<file path="config.mk">
export PLATFORM = sky130hd
export DESIGN_NAME = axil_slave_regs
export DESIGN_NICKNAME = d
export VERILOG_FILES = /design/src/rtl/axil_pkg.sv /design/src/rtl/axil_slot.sv /design/src/rtl/axil_slave_regs.sv
export SDC_FILE = /design/constraint.sdc
export NUM_CORES = 1
export LEC_CHECK = 0
export CAP_MARGIN = 20
export CORE_AREA = 2 2 212 214
export CTS_CLUSTER_DIAMETER = 150
export DETAILED_ROUTE_END_ITERATION = 8
export DIE_AREA = 0 0 214 216
export PLACE_DENSITY = 0.84
export SYNTH_ARGS = -nofsm -noshare
export SYNTH_HDL_FRONTEND = slang
export SYNTH_HIERARCHICAL = 1
export SYNTH_SLANG_ARGS = --single-unit
</file>
<file path="constraint.sdc">
create_clock -name clk -period 3.46 [get_ports clk]
set_input_delay 0.692 -clock clk [delete_from_list [all_inputs] [get_ports clk]]
set_output_delay 0.692 -clock clk [all_outputs]
set_load 0.02 [all_outputs]
</file>
<file path="src/rtl/axil_pkg.sv">
// axil_pkg: shared AXI4-Lite response codes and default sizing for the register slave.
package axil_pkg;

    typedef enum logic [1:0] {
        OKAY   = 2'b00,
        EXOKAY = 2'b01,
        SLVERR = 2'b10,
        DECERR = 2'b11
    } axil_resp_e;

    localparam int          AXIL_ADDR_WIDTH = 32;
    localparam int          AXIL_DATA_WIDTH = 32;
    localparam int          AXIL_NUM_REGS   = 16;
    localparam logic [31:0] AXIL_ID_VALUE   = 32'hA11E_0001;

endpackage

</file>
<file path="src/rtl/axil_slot.sv">
// axil_slot: one-entry holding register; fills on handshake, empties on clear.
module axil_slot #(
    parameter int W = 32
) (
    input  logic         clk,
    input  logic         rst_n,
    input  logic         valid_i,
    input  logic [W-1:0] data_i,
    input  logic         clr_i,
    output logic         ready_o,
    output logic         full_o,
    output logic [W-1:0] data_o
);
    logic         full_q, full_d, fill;
    logic [W-1:0] data_q, data_d;

    assign ready_o = rst_n & ~full_q;
    assign fill    = valid_i & ready_o;
    assign full_o  = full_q;
    assign data_o  = data_q;

    always_comb begin
        full_d = fill | (full_q & ~clr_i);
        data_d = fill ? data_i : data_q;
    end

    always_ff @(posedge clk or negedge rst_n) begin
        if (!rst_n) begin
            full_q <= 1'b0;
            data_q <= '0;
        end else begin
            full_q <= full_d;
            data_q <= data_d;
        end
    end
endmodule

</file>
<file path="src/rtl/axil_slave_regs.sv">
// axil_slave_regs: AXI4-Lite register bank; AW/W joined into one commit, registered reads,
// register 0 is a read-only ID and out-of-range indices answer SLVERR.
module axil_slave_regs
    import axil_pkg::*;
#(
    parameter int          ADDR_WIDTH = AXIL_ADDR_WIDTH,
    parameter int          DATA_WIDTH = AXIL_DATA_WIDTH,
    parameter int          NUM_REGS   = AXIL_NUM_REGS,
    parameter logic [31:0] ID_VALUE   = AXIL_ID_VALUE
) (
    input  logic                    clk,
    input  logic                    rst_n,
    input  logic [ADDR_WIDTH-1:0]   awaddr,
    input  logic                    awvalid,
    output logic                    awready,
    input  logic [DATA_WIDTH-1:0]   wdata,
    input  logic [DATA_WIDTH/8-1:0] wstrb,
    input  logic                    wvalid,
    output logic                    wready,
    output logic [1:0]              bresp,
    output logic                    bvalid,
    input  logic                    bready,
    input  logic [ADDR_WIDTH-1:0]   araddr,
    input  logic                    arvalid,
    output logic                    arready,
    output logic [DATA_WIDTH-1:0]   rdata,
    output logic [1:0]              rresp,
    output logic                    rvalid,
    input  logic                    rready
);
    localparam int SW   = DATA_WIDTH / 8;
    localparam int OFFW = $clog2(SW);
    localparam int IDXW = $clog2(NUM_REGS);

    logic                   aw_full, w_full, commit, ar_hs, aw_err, ar_err;
    logic [ADDR_WIDTH-1:0]  aw_addr;
    logic [SW+DATA_WIDTH-1:0] w_pay;
    logic [SW-1:0]          w_strb;
    logic [DATA_WIDTH-1:0]  w_data;
    logic [IDXW-1:0]        aw_idx, ar_idx;
    logic                   bvalid_q, bvalid_d, rvalid_q, rvalid_d;
    axil_resp_e             bresp_q, bresp_d, rresp_q, rresp_d, aw_resp;
    logic [DATA_WIDTH-1:0]  rdata_q, rdata_d;
    logic [DATA_WIDTH-1:0]  regs_q [NUM_REGS];
    logic [DATA_WIDTH-1:0]  regs_d [NUM_REGS];
    logic                   unused_ok;

    axil_slot #(.W(ADDR_WIDTH)) u_aw_slot (
        .clk     (clk),
        .rst_n   (rst_n),
        .valid_i (awvalid),
        .data_i  (awaddr),
        .clr_i   (commit),
        .ready_o (awready),
        .full_o  (aw_full),
        .data_o  (aw_addr)
    );

    axil_slot #(.W(SW + DATA_WIDTH)) u_w_slot (
        .clk     (clk),
        .rst_n   (rst_n),
        .valid_i (wvalid),
        .data_i  ({wstrb, wdata}),
        .clr_i   (commit),
        .ready_o (wready),
        .full_o  (w_full),
        .data_o  (w_pay)
    );

    assign {w_strb, w_data} = w_pay;
    // Byte-offset bits carry no meaning for whole-word registers.
    assign unused_ok = ^{aw_addr[OFFW-1:0], araddr[OFFW-1:0]};

    assign aw_idx  = aw_addr[OFFW +: IDXW];
    assign aw_err  = |(aw_addr >> (OFFW + IDXW));
    assign ar_idx  = araddr[OFFW +: IDXW];
    assign ar_err  = |(araddr >> (OFFW + IDXW));
    assign aw_resp = (aw_err || aw_idx == '0) ? SLVERR : OKAY;

    assign commit  = aw_full & w_full & (~bvalid_q | bready);
    assign arready = rst_n & ~rvalid_q;
    assign ar_hs   = arvalid & arready;

    always_comb begin
        regs_d = regs_q;
        for (int b = 0; b < SW; b++)
            if (commit && aw_resp == OKAY && w_strb[b])
                regs_d[aw_idx][8*b +: 8] = w_data[8*b +: 8];
    end

    // Reads sample regs_q, so a same-edge commit to the same register is not visible yet.
    always_comb begin
        bvalid_d = commit | (bvalid_q & ~bready);
        bresp_d  = commit ? aw_resp : bresp_q;
        rvalid_d = ar_hs | (rvalid_q & ~rready);
        rresp_d  = ar_hs ? (ar_err ? SLVERR : OKAY) : rresp_q;
        rdata_d  = !ar_hs ? rdata_q :
                   ar_err ? '0 :
                   (ar_idx == '0) ? DATA_WIDTH'(ID_VALUE) : regs_q[ar_idx];
    end

    always_ff @(posedge clk or negedge rst_n) begin
        if (!rst_n) begin
            bvalid_q <= 1'b0;
            bresp_q  <= OKAY;
            rvalid_q <= 1'b0;
            rresp_q  <= OKAY;
            rdata_q  <= '0;
            for (int i = 0; i < NUM_REGS; i++) regs_q[i] <= '0;
        end else begin
            bvalid_q <= bvalid_d;
            bresp_q  <= bresp_d;
            rvalid_q <= rvalid_d;
            rresp_q  <= rresp_d;
            rdata_q  <= rdata_d;
            regs_q   <= regs_d;
        end
    end

    assign bvalid = bvalid_q;
    assign bresp  = bresp_q;
    assign rvalid = rvalid_q;
    assign rresp  = rresp_q;
    assign rdata  = rdata_q;
endmodule
</file>
==> summary.txt <==
Route
  – DRC violations left: 0
  – Vias per cell: 6.38
  – DRT antenna net count: 0
  – DR WL/cell: 25.4 µm
  – DRT iter0 DRCs: 1291
  – Via count: 16300
  – Post-Route WL: 64800 µm
  – Drt pass-1 iters: 5

Yosys
  – Synthesized instance count: 1795
  – Synth warnings: 6
  – Average cell area after synthesis: 15.7 µm²
  – Post-Synthesis Cell Area: 28200 µm²

Floorplan
  – Core Area: 43800 µm²
  – Die area: 46200 µm²
  – Chip width: 214 µm
  – Initial Utilization: 0.643
  – Core Rows: 77
  – Number of I/O pins: 148
  – Die height: 216 µm

Hold path
  – Min-delay worst type: reg2reg

Setup path
  – CP Capture Type: primary output
  – Crit path DAT: 2.42 ns
  – CP max FO: 43
  – WP data required: 2.77 ns
  – Setup crit start kind: input port
  – Worst setup path category: in2out

GRT
  – First-pass GRT wire length: 102000 µm
  – Vias in the first global route: 17700
  – Gr ovfl total: 0
  – Largest net degree at the start of global routing: 160
  – Tot GR Track Use: 0.288
  – Antenna violations before repair: 0

Layout
  – Antenna diodes: 0
  – Layout cells sized above 1: 0.450
  – Area delta synth->final: 14.5%
  – Post-layout nets: 2025
  – Final instance area: 32300 µm²
  – Layout Utilization: 0.737

Clock tree
  – Reg clk slew, reported paths: 0.06 ns
  – Max Buffers Root-to-Sink: 3
  – CTS Buf Count: 60
  – CTS tree: built
  – H-tree Lvls: 2
  – Sink Count: 608
  – Clk Latency, worst-skew pair: 0.62 ns
  – Post-CTS Resized: 0
  – Root Driver: clkbuf_16

STA
  – Skew final: 0.0177 ns
  – Setup ws final: 0.346 ns
  – # setup viols final: 0
  – Final period utilization: 0.900
  – Fin. Hold Viols: 0
  – Slew Viols, Final: 0
  – Setup_tns: 0 ns
  – Slew @ Worst Pin: 1.06 ns
  – Hold_ws: 0.377 ns
  – RSZ-0062 raised after global routing: false
  – Max Fclk: 0.321 GHz
  – Slew headroom: 0.291
  – Final min period: 3.11 ns

Power
  – Max IR drop VDD: 0.473 mV
  – Leakage power total: 16.0 nW
  – Pwr dens: 528 nW/µm²

Place
  – Final HPWL DP: 39400 µm
  – Placed inst area: 30300 µm²
  – GP Congestion: 0.796
  – Input/output buffers: 141
  – Pre-CTS WS: -0.0546 ns

Status
  – Status: finished, final reports clean

Run
  – Maxcap violations: 0
-- layer usage --
layer  up-vias  GRT usage  part of all wire
li1       6961          -                 -
met1      8704      0.393              0.42
met3       126     0.0603             0.063
met4         0      0.114             0.035
met5         -          0                 0
met2       510      0.459              0.49
-- worst max-delay path, cell delays in order --
cell and delay, ns:
dlygate4sd3_1 0.56, buf_8 0.34, and2b_2 0.21, clkdlybuf4s50_1 0.59
-- sequential cells by signal, indices dropped and copies added, names as in the netlist --
name / flops
bresp: 1
bvalid: 1
rdata: 32
regs_q: 504
rresp: 1
rvalid: 1
u_aw_slot/data_o: 30
u_aw_slot/full_o: 1
u_w_slot/data_o: 36
u_w_slot/full_o: 1
-- cell usage in the layout, fill, tap and decap left out, types with 13 or more instances in the layout --
| cell type | count |
|---|---|
| a22oi_1 | 48 |
| mux2i_1 | 61 |
| clkbuf_16 | 61 |
| mux2_2 | 490 |
| clkinv_2 | 15 |
| clkdlybuf4s50_1 | 136 |
| buf_4 | 52 |
| mux2_4 | 56 |
| a32o_1 | 17 |
| buf_12 | 13 |
| nor4_4 | 60 |
| dfrtp_1 | 608 |
| a22o_1 | 15 |
| nand2_1 | 94 |
| mux4_2 | 102 |
-- metrics by stage --
step                      total power [mW]  cells
final                                 17.0   2554
after global routing                  17.7   2554
after CTS                             17.1   2553
after detailed placement              10.6   2446
after global placement                10.5   2446
after floorplan                       9.75   1796
-- cell type report --
class | instances | area, µm²
Inverter | 4 | 15.0
Sequential cell | 608 | 15200
Tap cell | 592 | 741
Clock buffer | 83 | 1710
Clock inverter | 23 | 231
Fill cell | 2629 | 11500
Multi-Input combinational cell | 1038 | 12300
Timing Repair Buffer | 206 | 2080
-- timing repair --
action                    4_1_cts  5_1_grt
hold endpoints to repair       33        0
setup buffers                   0        0
hold buffers                    1        0
-- worst paths after layout --
path	start	cells past startpoint	slack [ns]	to
min	regs_q[501]	0	0.38	regs_q[501]
min reg2reg	regs_q[501]	0	0.38	regs_q[501]
max in group asynchronous	rst_n	4	1.09	regs_q[201]
max	rst_n	4	0.35	wready
min in group asynchronous	rst_n	2	0.57	regs_q[255]
max reg2reg	u_aw_slot/data_o[4]	5	0.38	regs_q[102]
-- report_power, final --
group / switching (mW) / total [mW] / internal [mW]
Sequential: 1.10 / 8.60 / 7.51
Clock: 2.73 / 6.46 / 3.73
Combinational: 0.965 / 1.98 / 1.01
Total: 4.79 / 17.0 / 12.3
(Power assumes the default switching activity.)
==> patch (same settings) <==
Set the package constant `AXIL_ADDR_WIDTH` to 40 (it was 32).
--- a/src/rtl/axil_pkg.sv
+++ b/src/rtl/axil_pkg.sv
@@ -9,5 +9,5 @@
     } axil_resp_e;
 
-    localparam int          AXIL_ADDR_WIDTH = 32;
+    localparam int          AXIL_ADDR_WIDTH = 40;
     localparam int          AXIL_DATA_WIDTH = 32;
     localparam int          AXIL_NUM_REGS   = 16;
Ports: changed (resized araddr and awaddr); port bits go from 148 to 164. No check against the original RTL was run, so the function may have changed too.
==> patch against the original RTL <==
- total power up 1.8%
- sequential share of layout area down 0.60 points
- sequential cell count up 8
- maximum frequency down 1.3%
- synthesized area up 1.5%
- routed wire length up 4.5%
- first-iteration DRC count down 8.7%
- register-to-register slack better by 0.43 ns
- combinational power down 5%
- setup slack worse by 0.039 ns
- final area up 2.6%
- global-route usage up 1.4 points
==> patch: results (changes against the original RTL) <==
status=completed; fraction of layout cells with a size suffix above 1=46.44% (+1.5 points); P_leak=16.28 nW (+2.1%); Slew headroom=30.24% (+1.1 points); drt initial violations=1,179 (-8.7%); Layout Skew=0.01812 ns (+0.0004337 ns); Cell Int Power=12.54 mW (+2.3%); WHS Path Cells=0 (unchanged); met1 capacity usage during global routing=42.48% (+3.2 points); clk root buf=clkbuf_16; NumNets Final=2,100 (+3.7%); Reg clk slew, reported paths=0.06 ns (about the same); Clock Tree Buf Depth=3 (unchanged); first-pass GRT wire length=107.4 mm (+5.1%); Post-Syn Area per Cell=15.92 sq um (+1.3%); DPL Wire Length=43.04 mm (+9.3%); met1 wire length=28.35 mm (+4.8%); vias in the first global route=18,230 (+3.2%); crit path DAT=2.46 ns (+0.04 ns); CTS resizes=0 (unchanged); placed cell count=2,504 (+2.4%); r2r setup slk=0.81 ns (+0.43 ns); antenna violations before repair=1 (+1); cts bufs inserted=61 (+1.7%); YS warnings=6 (unchanged); GRT Resource Usage Total=30.22% (+1.4 points); Worst R2R Path Depth=6 (+1); fill count=2,476 (-5.8%); M3 GR Usage=5.173% (-0.86 points); RePlAce Congestion=0.8011 (+0.63%); post-DR wirelength/cell=25.86 um (+2.0%); VDD IR max=0.0004913 V (+3.9%); setup slack at placement=0.4951 ns (+0.5496 ns); CTS HTree Levels=2 (unchanged); CP top delay family=buffers and inverters; Port-buffer cells=157 (+11%); M2 GR Usage=48.93% (+3.1 points); vias=16,790 (+3.0%); reg-to-reg endpoint=regs_q[385]$_DFFE_PN0P_; slowest CP cell=clkdlybuf4s50_1; final wirelength=67.65 mm (+4.5%); Worst R2R Start=u_aw_slot/data_o[2]$_DFFE_PN0P_; Area after DPL=0.03109 sq mm (+2.6%); hold slack final=0.3710 ns (-0.005714 ns); met2 WL post-DR=33.06 mm (+5.2%); hold worst-path end=regs_q[481]$_DFFE_PN0P_; hold path startpoint=regs_q[481]$_DFFE_PN0P_; Hold Path Class=register to register; DR WL met3=4.477 mm (+11%); detailed-router iteration count before antenna repair=5 (unchanged)
## patch: worst reg2reg max path: cells and delay by family (launching register included)
kind | cells | cell delay, ns
buffers and inverters | 2 | 0.74
muxes | 1 | 0.30
DFF | 1 | 0.54
and+or+nand+nor | 3 | 0.97
## patch: how the worst max path moves through the flow
stage	startpoint	endpoint	slack, ns	cells past startpoint
floorplan	araddr[2]	rdata[14]$_DFFE_PN0P_	1.19	7
global placement	araddr[5]	rdata[14]$_DFFE_PN0P_	0.54	6
detailed placement	araddr[5]	rdata[5]$_DFFE_PN0P_	0.50	6
CTS	rst_n	awready	0.30	4
global route	rst_n	awready	0.21	4
finish	rst_n	wready	0.31	4
## patch: layout make-up
| type | instances | area [sq um] | share of cell area, % |
|---|---|---|---|
| clock inverter | 20 | 191.4 | 0.5778 |
| inverter | 6 | 22.52 | 0.06798 |
| timing repair buffer | 260 | 2487 | 7.508 |
| multi-input combinational | 1032 | 12460 | 37.60 |
| clock buffer | 90 | 1818 | 5.487 |
| sequential | 616 | 15410 | 46.53 |
| tap | 592 | 740.7 | 2.236 |
## patch: power by group through the flow
stage | registers, mW | logic, mW | clock network (mW)
2_1_floorplan | 8.16 | 1.76 | 0
3_3_place_gp | 8.85 | 1.83 | 0
3_5_place_dp | 8.93 | 1.87 | 0
4_1_cts | 8.82 | 1.89 | 6.70
5_1_grt | 8.98 | 2.02 | 7.00
6_report | 8.87 | 1.89 | 6.60
## patch: timing repair
item	4_1_cts	5_1_grt
hold endpoints to repair	34	0
buffers inserted	0	0
hold buffers	1	0
